$ cat src/rtl/requant_relu_if.sv
// sp_ram_intf: single-port RAM link (cs/addr/W_req/W_data/oe in, R_data out).
// R_data is valid the cycle after cs and addr are presented.
`ifndef WRITE_ENB
`define WRITE_ENB 1'b1
`endif
`ifndef WRITE_DIS
`define WRITE_DIS 1'b0
`endif

interface sp_ram_intf #(
  parameter int ADDR_W = 32
) ();
  logic              cs;
  logic [ADDR_W-1:0] addr;
  logic              W_req;
  logic [31:0]       W_data;
  logic              oe;
  logic [31:0]       R_data;

  modport compute (
    output cs, addr, W_req, W_data, oe,
    input  R_data
  );

  modport memory (
    input  cs, addr, W_req, W_data, oe,
    output R_data
  );
endinterface

$ cat src/rtl/requant_relu.sv
// requant_relu: per-channel bias add, shift requantise, ReLU clamp to 0..255.
// Ports: clk, rst (async high), start, finish pulse; param/bias/input RAM
// read ports and output RAM write port (sp_ram_intf.compute).
// Option: define REQUANT_ROUND_EN for round-half-up before the shift.
module requant_relu #(
  parameter int ADDR_W = 32
) (
  input  logic clk,
  input  logic rst,
  input  logic start,
  output logic finish,
  sp_ram_intf.compute param_intf,
  sp_ram_intf.compute bias_intf,
  sp_ram_intf.compute input_intf,
  sp_ram_intf.compute output_intf
);

  typedef enum logic [2:0] {
    IDLE,
    LOAD_PARAM,
    LOAD_BIAS,
    STREAM,
    DRAIN,
    FINISH
  } state_t;

  state_t state_q, state_d;

  logic [1:0]        cnt_q, cnt_d;
  logic [31:0]       num_row_q, num_row_d;
  logic [31:0]       num_ch_q, num_ch_d;
  logic [4:0]        shift_q, shift_d;
  logic [31:0]       bias_q, bias_d;
  logic [31:0]       ch_q, ch_d;
  logic [ADDR_W-1:0] rr_q, rr_d;
  logic [ADDR_W-1:0] idx_q, idx_d;
  logic [ADDR_W-1:0] rd_addr_q, rd_addr_d;
  logic              pipe_vld_q, pipe_vld_d;
  logic [ADDR_W-1:0] pipe_addr_q, pipe_addr_d;
  logic              wr_vld_q, wr_vld_d;
  logic [ADDR_W-1:0] wr_addr_q, wr_addr_d;
  logic [7:0]        wr_data_q, wr_data_d;

  logic              p_cs, b_cs, i_cs;
  logic [ADDR_W-1:0] p_addr, b_addr, i_addr;

  logic signed [33:0] psum_x;
  logic signed [33:0] bias_x;
  logic signed [33:0] sum;
  logic signed [33:0] shifted;
  logic [7:0]         y_sat;

  assign psum_x = {{2{input_intf.R_data[31]}}, input_intf.R_data};
  assign bias_x = {{2{bias_q[31]}}, bias_q};

`ifdef REQUANT_ROUND_EN
  logic signed [33:0] rnd;
  assign rnd = (shift_q == 5'd0) ? 34'sd0
             : (34'sd1 <<< (shift_q - 5'd1));
  assign sum = psum_x + bias_x + rnd;
`else
  assign sum = psum_x + bias_x;
`endif

  assign shifted = sum >>> shift_q;

  always_comb begin
    y_sat = shifted[7:0];
    if (shifted[33]) begin
      y_sat = 8'd0;
    end else if (|shifted[32:8]) begin
      y_sat = 8'd255;
    end
  end

  always_comb begin
    state_d     = state_q;
    cnt_d       = cnt_q;
    num_row_d   = num_row_q;
    num_ch_d    = num_ch_q;
    shift_d     = shift_q;
    bias_d      = bias_q;
    ch_d        = ch_q;
    rr_d        = rr_q;
    idx_d       = idx_q;
    rd_addr_d   = rd_addr_q;
    pipe_vld_d  = 1'b0;
    pipe_addr_d = '0;
    p_cs        = 1'b0;
    p_addr      = '0;
    b_cs        = 1'b0;
    b_addr      = '0;
    i_cs        = 1'b0;
    i_addr      = '0;
    finish      = 1'b0;

    // Output pipe stage: data returned for last cycle's read
    wr_vld_d  = pipe_vld_q;
    wr_addr_d = pipe_vld_q ? pipe_addr_q : '0;
    wr_data_d = pipe_vld_q ? y_sat : 8'd0;

    case (state_q)
      IDLE: begin
        if (start) begin
          state_d   = LOAD_PARAM;
          cnt_d     = 2'd0;
          ch_d      = '0;
          idx_d     = '0;
          rd_addr_d = '0;
        end
      end
      LOAD_PARAM: begin
        cnt_d = cnt_q + 2'd1;
        if (cnt_q != 2'd3) begin
          p_cs   = 1'b1;
          p_addr = ADDR_W'(cnt_q);
        end
        case (cnt_q)
          2'd1: num_row_d = param_intf.R_data;
          2'd2: num_ch_d  = param_intf.R_data;
          2'd3: begin
            shift_d = param_intf.R_data[4:0];
            rr_d    = ADDR_W'(num_row_q) * ADDR_W'(num_row_q);
            cnt_d   = 2'd0;
            if (num_row_q == '0 || num_ch_q == '0) begin
              state_d = FINISH;
            end else begin
              state_d = LOAD_BIAS;
            end
          end
          default: ;
        endcase
      end
      LOAD_BIAS: begin
        if (cnt_q == 2'd0) begin
          b_cs   = 1'b1;
          b_addr = ADDR_W'(ch_q);
          cnt_d  = 2'd1;
        end else begin
          bias_d  = bias_intf.R_data;
          cnt_d   = 2'd0;
          idx_d   = '0;
          state_d = STREAM;
        end
      end
      STREAM: begin
        // Channels are contiguous, so one running address covers ch*R*R+i
        i_cs        = 1'b1;
        i_addr      = rd_addr_q;
        pipe_vld_d  = 1'b1;
        pipe_addr_d = rd_addr_q;
        rd_addr_d   = rd_addr_q + 1'b1;
        idx_d       = idx_q + 1'b1;
        if (idx_q == rr_q - 1'b1) begin
          cnt_d = 2'd0;
          if (ch_q == num_ch_q - 32'd1) begin
            state_d = DRAIN;
          end else begin
            ch_d    = ch_q + 32'd1;
            state_d = LOAD_BIAS;
          end
        end
      end
      DRAIN: begin
        if (cnt_q == 2'd0) begin
          cnt_d = 2'd1;
        end else begin
          cnt_d   = 2'd0;
          state_d = FINISH;
        end
      end
      FINISH: begin
        finish  = 1'b1;
        state_d = IDLE;
      end
      default: state_d = IDLE;
    endcase
  end

  always_ff @(posedge clk or posedge rst) begin
    if (rst) begin
      state_q     <= IDLE;
      cnt_q       <= '0;
      num_row_q   <= '0;
      num_ch_q    <= '0;
      shift_q     <= '0;
      bias_q      <= '0;
      ch_q        <= '0;
      rr_q        <= '0;
      idx_q       <= '0;
      rd_addr_q   <= '0;
      pipe_vld_q  <= 1'b0;
      pipe_addr_q <= '0;
      wr_vld_q    <= 1'b0;
      wr_addr_q   <= '0;
      wr_data_q   <= '0;
    end else begin
      state_q     <= state_d;
      cnt_q       <= cnt_d;
      num_row_q   <= num_row_d;
      num_ch_q    <= num_ch_d;
      shift_q     <= shift_d;
      bias_q      <= bias_d;
      ch_q        <= ch_d;
      rr_q        <= rr_d;
      idx_q       <= idx_d;
      rd_addr_q   <= rd_addr_d;
      pipe_vld_q  <= pipe_vld_d;
      pipe_addr_q <= pipe_addr_d;
      wr_vld_q    <= wr_vld_d;
      wr_addr_q   <= wr_addr_d;
      wr_data_q   <= wr_data_d;
    end
  end

  assign param_intf.cs     = p_cs;
  assign param_intf.addr   = p_addr;
  assign param_intf.W_req  = `WRITE_DIS;
  assign param_intf.W_data = '0;
  assign param_intf.oe     = 1'b1;

  assign bias_intf.cs     = b_cs;
  assign bias_intf.addr   = b_addr;
  assign bias_intf.W_req  = `WRITE_DIS;
  assign bias_intf.W_data = '0;
  assign bias_intf.oe     = 1'b1;

  assign input_intf.cs     = i_cs;
  assign input_intf.addr   = i_addr;
  assign input_intf.W_req  = `WRITE_DIS;
  assign input_intf.W_data = '0;
  assign input_intf.oe     = 1'b1;

  assign output_intf.cs     = wr_vld_q;
  assign output_intf.addr   = wr_addr_q;
  assign output_intf.W_req  = wr_vld_q ? `WRITE_ENB : `WRITE_DIS;
  assign output_intf.W_data = {24'h0, wr_data_q};
  assign output_intf.oe     = 1'b1;

endmodule
$ cat src/flat_wrapper.sv
// flat-port wrapper written by rule: the top's interface ports become plain ports
module requant_relu_flat 
#(
  parameter int ADDR_W = 32
)
  (clk, rst, start, finish, param_intf_cs, param_intf_addr, param_intf_W_req, param_intf_W_data, param_intf_oe, param_intf_R_data, bias_intf_cs, bias_intf_addr, bias_intf_W_req, bias_intf_W_data, bias_intf_oe, bias_intf_R_data, input_intf_cs, input_intf_addr, input_intf_W_req, input_intf_W_data, input_intf_oe, input_intf_R_data, output_intf_cs, output_intf_addr, output_intf_W_req, output_intf_W_data, output_intf_oe, output_intf_R_data);
  sp_ram_intf #(.ADDR_W(ADDR_W)) param_intf_i ();
  sp_ram_intf #(.ADDR_W(ADDR_W)) bias_intf_i ();
  sp_ram_intf #(.ADDR_W(ADDR_W)) input_intf_i ();
  sp_ram_intf #(.ADDR_W(ADDR_W)) output_intf_i ();
  input  logic clk;
  input  logic rst;
  input  logic start;
  output logic finish;
  output wire logic [$bits(param_intf_i.cs)-1:0] param_intf_cs;
  output wire logic [$bits(param_intf_i.addr)-1:0] param_intf_addr;
  output wire logic [$bits(param_intf_i.W_req)-1:0] param_intf_W_req;
  output wire logic [$bits(param_intf_i.W_data)-1:0] param_intf_W_data;
  output wire logic [$bits(param_intf_i.oe)-1:0] param_intf_oe;
  input wire logic [$bits(param_intf_i.R_data)-1:0] param_intf_R_data;
  output wire logic [$bits(bias_intf_i.cs)-1:0] bias_intf_cs;
  output wire logic [$bits(bias_intf_i.addr)-1:0] bias_intf_addr;
  output wire logic [$bits(bias_intf_i.W_req)-1:0] bias_intf_W_req;
  output wire logic [$bits(bias_intf_i.W_data)-1:0] bias_intf_W_data;
  output wire logic [$bits(bias_intf_i.oe)-1:0] bias_intf_oe;
  input wire logic [$bits(bias_intf_i.R_data)-1:0] bias_intf_R_data;
  output wire logic [$bits(input_intf_i.cs)-1:0] input_intf_cs;
  output wire logic [$bits(input_intf_i.addr)-1:0] input_intf_addr;
  output wire logic [$bits(input_intf_i.W_req)-1:0] input_intf_W_req;
  output wire logic [$bits(input_intf_i.W_data)-1:0] input_intf_W_data;
  output wire logic [$bits(input_intf_i.oe)-1:0] input_intf_oe;
  input wire logic [$bits(input_intf_i.R_data)-1:0] input_intf_R_data;
  output wire logic [$bits(output_intf_i.cs)-1:0] output_intf_cs;
  output wire logic [$bits(output_intf_i.addr)-1:0] output_intf_addr;
  output wire logic [$bits(output_intf_i.W_req)-1:0] output_intf_W_req;
  output wire logic [$bits(output_intf_i.W_data)-1:0] output_intf_W_data;
  output wire logic [$bits(output_intf_i.oe)-1:0] output_intf_oe;
  input wire logic [$bits(output_intf_i.R_data)-1:0] output_intf_R_data;
  assign param_intf_cs = param_intf_i.cs;
  assign param_intf_addr = param_intf_i.addr;
  assign param_intf_W_req = param_intf_i.W_req;
  assign param_intf_W_data = param_intf_i.W_data;
  assign param_intf_oe = param_intf_i.oe;
  assign param_intf_i.R_data = param_intf_R_data;
  assign bias_intf_cs = bias_intf_i.cs;
  assign bias_intf_addr = bias_intf_i.addr;
  assign bias_intf_W_req = bias_intf_i.W_req;
  assign bias_intf_W_data = bias_intf_i.W_data;
  assign bias_intf_oe = bias_intf_i.oe;
  assign bias_intf_i.R_data = bias_intf_R_data;
  assign input_intf_cs = input_intf_i.cs;
  assign input_intf_addr = input_intf_i.addr;
  assign input_intf_W_req = input_intf_i.W_req;
  assign input_intf_W_data = input_intf_i.W_data;
  assign input_intf_oe = input_intf_i.oe;
  assign input_intf_i.R_data = input_intf_R_data;
  assign output_intf_cs = output_intf_i.cs;
  assign output_intf_addr = output_intf_i.addr;
  assign output_intf_W_req = output_intf_i.W_req;
  assign output_intf_W_data = output_intf_i.W_data;
  assign output_intf_oe = output_intf_i.oe;
  assign output_intf_i.R_data = output_intf_R_data;
  requant_relu #(.ADDR_W(ADDR_W)) u_core (.clk(clk), .rst(rst), .start(start), .finish(finish), .param_intf(param_intf_i), .bias_intf(bias_intf_i), .input_intf(input_intf_i), .output_intf(output_intf_i));
endmodule
$ cat config.mk
export PLATFORM = sky130hd
export DESIGN_NAME = requant_relu_flat
export DESIGN_NICKNAME = d
export VERILOG_FILES = /design/src/rtl/requant_relu_if.sv /design/src/rtl/requant_relu.sv /design/src/flat_wrapper.sv
export SDC_FILE = /design/constraint.sdc
export NUM_CORES = 2
export LEC_CHECK = 0
export ABC_AREA = 1
export ABC_CLOCK_PERIOD_IN_PS = 11790
export CAP_MARGIN = 20
export CORE_MARGIN = 1
export CORE_UTILIZATION = 23
export DETAILED_ROUTE_END_ITERATION = 12
export GPL_ROUTABILITY_DRIVEN = 0
export PLACE_DENSITY = 0.4
export SETUP_SLACK_MARGIN = 0.4
export SYNTH_ARGS = -nofsm -noshare
export SYNTH_HDL_FRONTEND = slang
export SYNTH_SLANG_ARGS = --single-unit
$ cat constraint.sdc
create_clock -name clk -period 11.79 [get_ports clk]
set_clock_uncertainty 0.15 [all_clocks]
set_input_delay 2.358 -clock clk [delete_from_list [all_inputs] [get_ports clk]]
set_output_delay 2.358 -clock clk [all_outputs]
set_load 0.02 [all_outputs]
## After elaboration in Yosys (flattened, before gate mapping)

Cells that the tools add are included.

| word-level totals | value |
|---|---|
| flip-flop bits (word level) | 308 |
| output and inout port bits | 269 |
| logic and storage cells | 97 |

| cells by class | value |
|---|---|
| add/subtract/negate cells | 7 |
| multiply operators | 1 |
| eq/ne operators | 17 |
| shifts and indexed selects | 1 |
| mux-type cells | 36 |
| bitwise logic cells | 1 |
| reductions and logical operators | 19 |

Operators by type and width:

| operator | count |
|---|---|
| 32-bit 2-to-1 mux | 9 |
| 32-bit one-hot mux with 2 select lines | 2 |
| 32-bit by 1-bit adder with 32-bit output (second input constant) | 3 |
| 32-bit one-hot mux with 3 select lines | 1 |
| 32-bit == test | 2 |
| 32-bit zero test | 2 |
| 32-bit by 1-bit subtractor with 32-bit output (second input constant) | 2 |
| 34-bit by 5-bit >>> shifter with 34-bit output | 1 |
| 32-bit by 32-bit adder with 33-bit output | 1 |
| 32-bit by 32-bit multiplier with 32-bit output | 1 |
| 25-bit OR reduction | 1 |
| 8-bit 2-to-1 mux | 3 |
| 3-bit 2-to-1 mux | 7 |
| 3-bit one-hot mux with 5 select lines | 1 |
| 2-bit inequality test (second input constant) | 5 |
| 2-bit AND reduction | 5 |
| 1-bit 2-to-1 mux | 8 |
| 2-bit 2-to-1 mux | 4 |
| 2-bit one-hot mux with 4 select lines | 1 |
| 3-bit by 2-bit == test with 1-bit output (second input constant) | 2 |
| 3-bit == test (second input constant) | 2 |
| 3-bit AND reduction | 2 |
| 5-bit AND reduction | 1 |
| 2-bit == test (second input constant) | 2 |
| 13 further kinds | 14 |

## Logic depth before layout (Yosys ltp)

| depth | value |
|---|---|
| word-level depth | 6 |
| depth in mapped cells | 33 |

## Worst setup path after synthesis

Ideal clock, no wire load.

| timing path | value |
|---|---|
| path kind | reg2reg |
| start | register u_core.num_row_q[4] |
| end | register u_core.rr_q[24] |
| library setup time | 82 ps |
| arrival time | 6668 ps |
| data required time | 11558 ps |
| setup slack | 4890 ps |
| stages on the path, launching flop included | 33 |
| buffers on the path | 2 |
| cell sequence | dfrtp_1 clkbuf_1 buf_1 nand2_1 fa_1 inv_1 fa_1 inv_1 fa_1 inv_1 fa_1 ha_1 ha_1 inv_1 fa_1 inv_1 fa_1 ha_1 nand2_1 o21ai_0 nand2_1 o21bai_1 nand2_1 nand2_1 nand2_1 nand2_1 nand2_1 nand2_1 nand2_1 nand2_1 a21oi_1 or2_2 a31oi_1 |

| on the way | value |
|---|---|
| word-level cells in the longest chain between the ends | 1 |

RTL lines:

| element | RTL line | text |
|---|---|---|
| start: declaration | requant_relu.sv:30 | `logic [31:0] num_row_q, num_row_d;` |
| start signal: assignment | requant_relu.sv:200 | `num_row_q <= num_row_d;` |
| 32-bit by 32-bit multiplier with 32-bit output | requant_relu.sv:123 | `rr_d = ADDR_W'(num_row_q) * ADDR_W'(num_row_q);` |
| end signal: assignment | requant_relu.sv:205 | `rr_q <= rr_d;` |
| end: declaration | requant_relu.sv:35 | `logic [ADDR_W-1:0] rr_q, rr_d;` |

Every way passes these cells.
A chain may end at the register's enable or synchronous reset.

## Worst setup path after layout

| timing path | value |
|---|---|
| start | register u_core.num_row_q[17] |
| end | register u_core.rr_q[30] |

Same word-level chain as after synthesis.

==> flow_metrics.py <==
metrics = {
    "final_layout": {
        "drive_gt1_share_pct": 4.44,
        "multi_input_area_um2": 22300,
        "fin_cells": 6727,
        "register_area_um2": 7680,
        "nNetsFinal": 5351,
        "synthToLayoutAreaGrowth_pct": 14.8,
        "fillers": 16436,
    },
    "floorplan": {
        "fp-row-count": 142,
        "core_um2": 150000,
        "initial_core_util_pct": 23.1,
        "die_h_um": 390,
        "die_w_um": 390,
        "io_pins": 400,
        "die_area_um2": 152000,
    },
    "timing": {
        "setup_viol": 0,
        "fin_tns_setup_ns": 0,
        "setup_slack_ns": 4.22,
        "rsz0062_at_grt": "no",
        "fin_crit_sh_pct": 64.2,
        "slew_violations": 0,
        "tightest_slew_ns": 1.01,
        "timing.final.crit_period_ns": 7.57,
        "finalHoldViolCount": 0,
        "holdWs_ns": 0.267,
        "timing.fmax_mhz": 132,
        "max-slew-margin-rel_pct": 32.4,
    },
    "cts": {
        "cts_sinks": 307,
        "post_cts_buffers": 0,
        "clk_pin_slew_worst_paths_ns": 0.06,
        "hold_buffers": 0,
        "cts_root_buffer": "clkbuf_16",
        "numCtsBuffers": 39,
        "cts_resized": 0,
        "ctsHtreeMaxLevel": 2,
        "tritoncts": "done",
        "clkLatencyLatePin_ns": 0.58,
        "clockBufferDepth": 3,
    },
    "critical_path": {
        "crit_family": "adder cells",
        "startpoint_type": "flop",
        "critPathArrivalTime_ns": 7.84,
        "crit_type": "flop to flop",
        "path_cells": "nand2_1, fa_1, inv_1, fa_1, inv_1, fa_1, inv_1, fa_1, inv_1, fa_1, fa_1, inv_1, fa_1, fa_1, ha_1, a21oi_1, o211ai_1, a21oi_1, nand2_1, or2_2, nand3_1, o21ai_0",
        "worstPathMaxFanout": 17,
        "critPathRequiredTime_ns": 12.06,
        "crit_buf_inv": 5,
        "cp_slowest_stage_delay_ns": 0.97,
        "crit_top_cell": "fa_1",
        "slowest_stage": "dfrtp_1",
        "r2r-start": "u_core.num_row_q[17]$_DFFE_PP0P_",
        "crit_start": "u_core.num_row_q[17]$_DFFE_PP0P_",
        "cp-end-kind": "flop",
    },
    "synth": {
        "yosys_register_bits": 307,
        "synthArstFlopShare_pct": 100,
        "synth_edf_count": 0,
        "syn_avg_cell_area_um2": 7.61,
        "yosys.area.top_type_share_pct": 22.2,
        "ys_seq_area_share_pct": 22.2,
        "syn_area_um2": 34700,
        "yosysTopAreaCell": "dfrtp_1",
        "syn_inst": 4553,
        "yosys_warnings": 0,
        "netlist_top_cells_area": "dfrtp_1 (22%), fa_1 (21%), nand2_1 (11%), inv_1 (10%), ha_1 (6.2%)",
        "synth_cell_types": 59,
        "synth_top_flop_cell": "dfrtp_1",
    },
    "placed_design": {
        "hpwl_um": 83500,
        "portBuffers": 210,
        "dpl.cell_count": 6655,
        "dpl_worst_slack_ns": 4.19,
    },
    "job": {
        "drv_cap": 0,
    },
    "route": {
        "drcViolationCount": 0,
        "drtIter0Drc": 1478,
        "wl_per_cell_um": 15.3,
        "post_drt_via_cell_ratio": 4.08,
        "vias": 27471,
        "drtPass1Iterations": 7,
        "ant_nets": 0,
        "wirelength_um": 103000,
    },
    "grt": {
        "grt.total_usage_pct": 13.8,
        "antenna_found_initial": 3,
        "grt_first_pass_wirelength_um": 166000,
        "first_global_vias": 28757,
        "grt_max_degree": 77,
        "gr-total-overflow": 0,
    },
    "hold_path": {
        "worstHoldStart": "u_core.pipe_addr_q[18]$_DFF_PP0_",
        "min_path_type": "flop to flop",
    },
    "outcome": {
        "outcome": "finished clean",
    },
}
cells by family after synthesis:
group,after synthesis,synth area share [%]
other cells,2,0.0217
flops,307,22.2
xor+xnor,222,5.61
simple gates,1813,22.3
buf+inv,1248,15.3
compound gates,389,6.22
fa+ha+maj,537,27.3
mux,35,1.12
state kept, by name (all words and copies together) (netlist names), 8 cells and up:
register,flops
u_core.output_intf.addr,32
u_core.ch_q,32
u_core.rd_addr_q,32
u_core.num_row_q,32
u_core.num_ch_q,32
u_core.rr_q,31
u_core.bias_q,32
u_core.wr_data_q,8
u_core.idx_q,32
u_core.pipe_addr_q,32
cells in the final DEF (no fill, tap or decap), types with 8 or more instances in the layout:
master and instances:
a21oi_1 96, a22oi_1 10, a31oi_1 12, buf_4 29, clkbuf_16 41, clkdlybuf4s50_1 210
conb_1 157, dfrtp_1 307, fa_1 365, ha_1 172, inv_1 932, mux2_2 31
nand2_1 1059, nand3_1 226, nand4_1 45, nor2_1 301, nor3_1 60, nor3_2 8
nor4_1 30, o211ai_1 13, o21ai_0 171, o21ai_1 38, o31ai_1 14, or2_2 36
xnor2_1 80, xor2_1 142
layout make-up:
| class | instances | share of cell area, % |
|---|---|---|
| inverter | 940 | 8.89 |
| antenna | 1 | 0.00629 |
| clock inverter | 14 | 0.594 |
| tap | 2016 | 6.34 |
| clock buffer | 54 | 2.85 |
| sequential | 307 | 19.3 |
| timing repair buffer | 242 | 6.02 |
| multi-input combinational | 3153 | 56.0 |
cell usage after synthesis, drive strengths merged, types with 4 or more instances:
library cell	count
nand2	1066
inv	938
fa	365
nor2	312
dfrtp	307
nand3	232
o21ai	209
buf	186
ha	172
xor2	142
clkbuf	122
a21oi	97
xnor2	80
nor3	68
nand4	47
or2	38
nor4	32
mux2	31
o31ai	14
o211ai	13
a31oi	12
a22oi	10
a21o	6
nand3b	6
and2	5
o21bai	5
o221ai	5
mux2i	4
o22ai	4
through the flow:
| step | cell area (um^2) | util (%) |
|---|---|---|
| after floorplan | 35200 | - |
| after global placement | 38300 | 25.6 |
| after detailed placement | 38300 | 25.6 |
| after CTS | 39700 | 26.5 |
| after global routing | 39800 | 26.6 |
| final | 39800 | 26.6 |
worst min-delay path, cell delays in order, from the launching register on:
cell and delay (ns):
dfrtp_1 0.32, nand2_1 0.05, inv_1 0.04
layer usage:
metal / track usage (%) / part of all wire [%] / up-vias / wire length, um
li1: - / - / 13803 / -
met1: 18.8 / 47 / 13241 / 48900
met2: 23.9 / 48 / 350 / 49800
met3: 1.39 / 3.0 / 77 / 3080
met4: 2.03 / 1.2 / 0 / 1260
met5: 0 / 0 / - / 0
worst paths after layout:
| kind | end | slack (ns) | depth (start not counted) |
|---|---|---|---|
| setup / recovery | u_core.rr_q[30]$_DFFE_PP0P_ | 4.22 | 22 |
| hold / removal | u_core.output_intf.addr[18]$_DFF_PP0_ | 0.27 | 2 |
| setup reg to reg | u_core.rr_q[30]$_DFFE_PP0P_ | 4.22 | 22 |
| hold reg to reg | u_core.output_intf.addr[18]$_DFF_PP0_ | 0.27 | 2 |
| max in group asynchronous | u_core.idx_q[30]$_DFFE_PP0P_ | 7.20 | 4 |
| min in group asynchronous | u_core.ch_q[25]$_DFFE_PP0P_ | 2.09 | 2 |
Power is not shown: default switching activity piles up to over one toggle a cycle in this logic, so the estimate is an artifact.
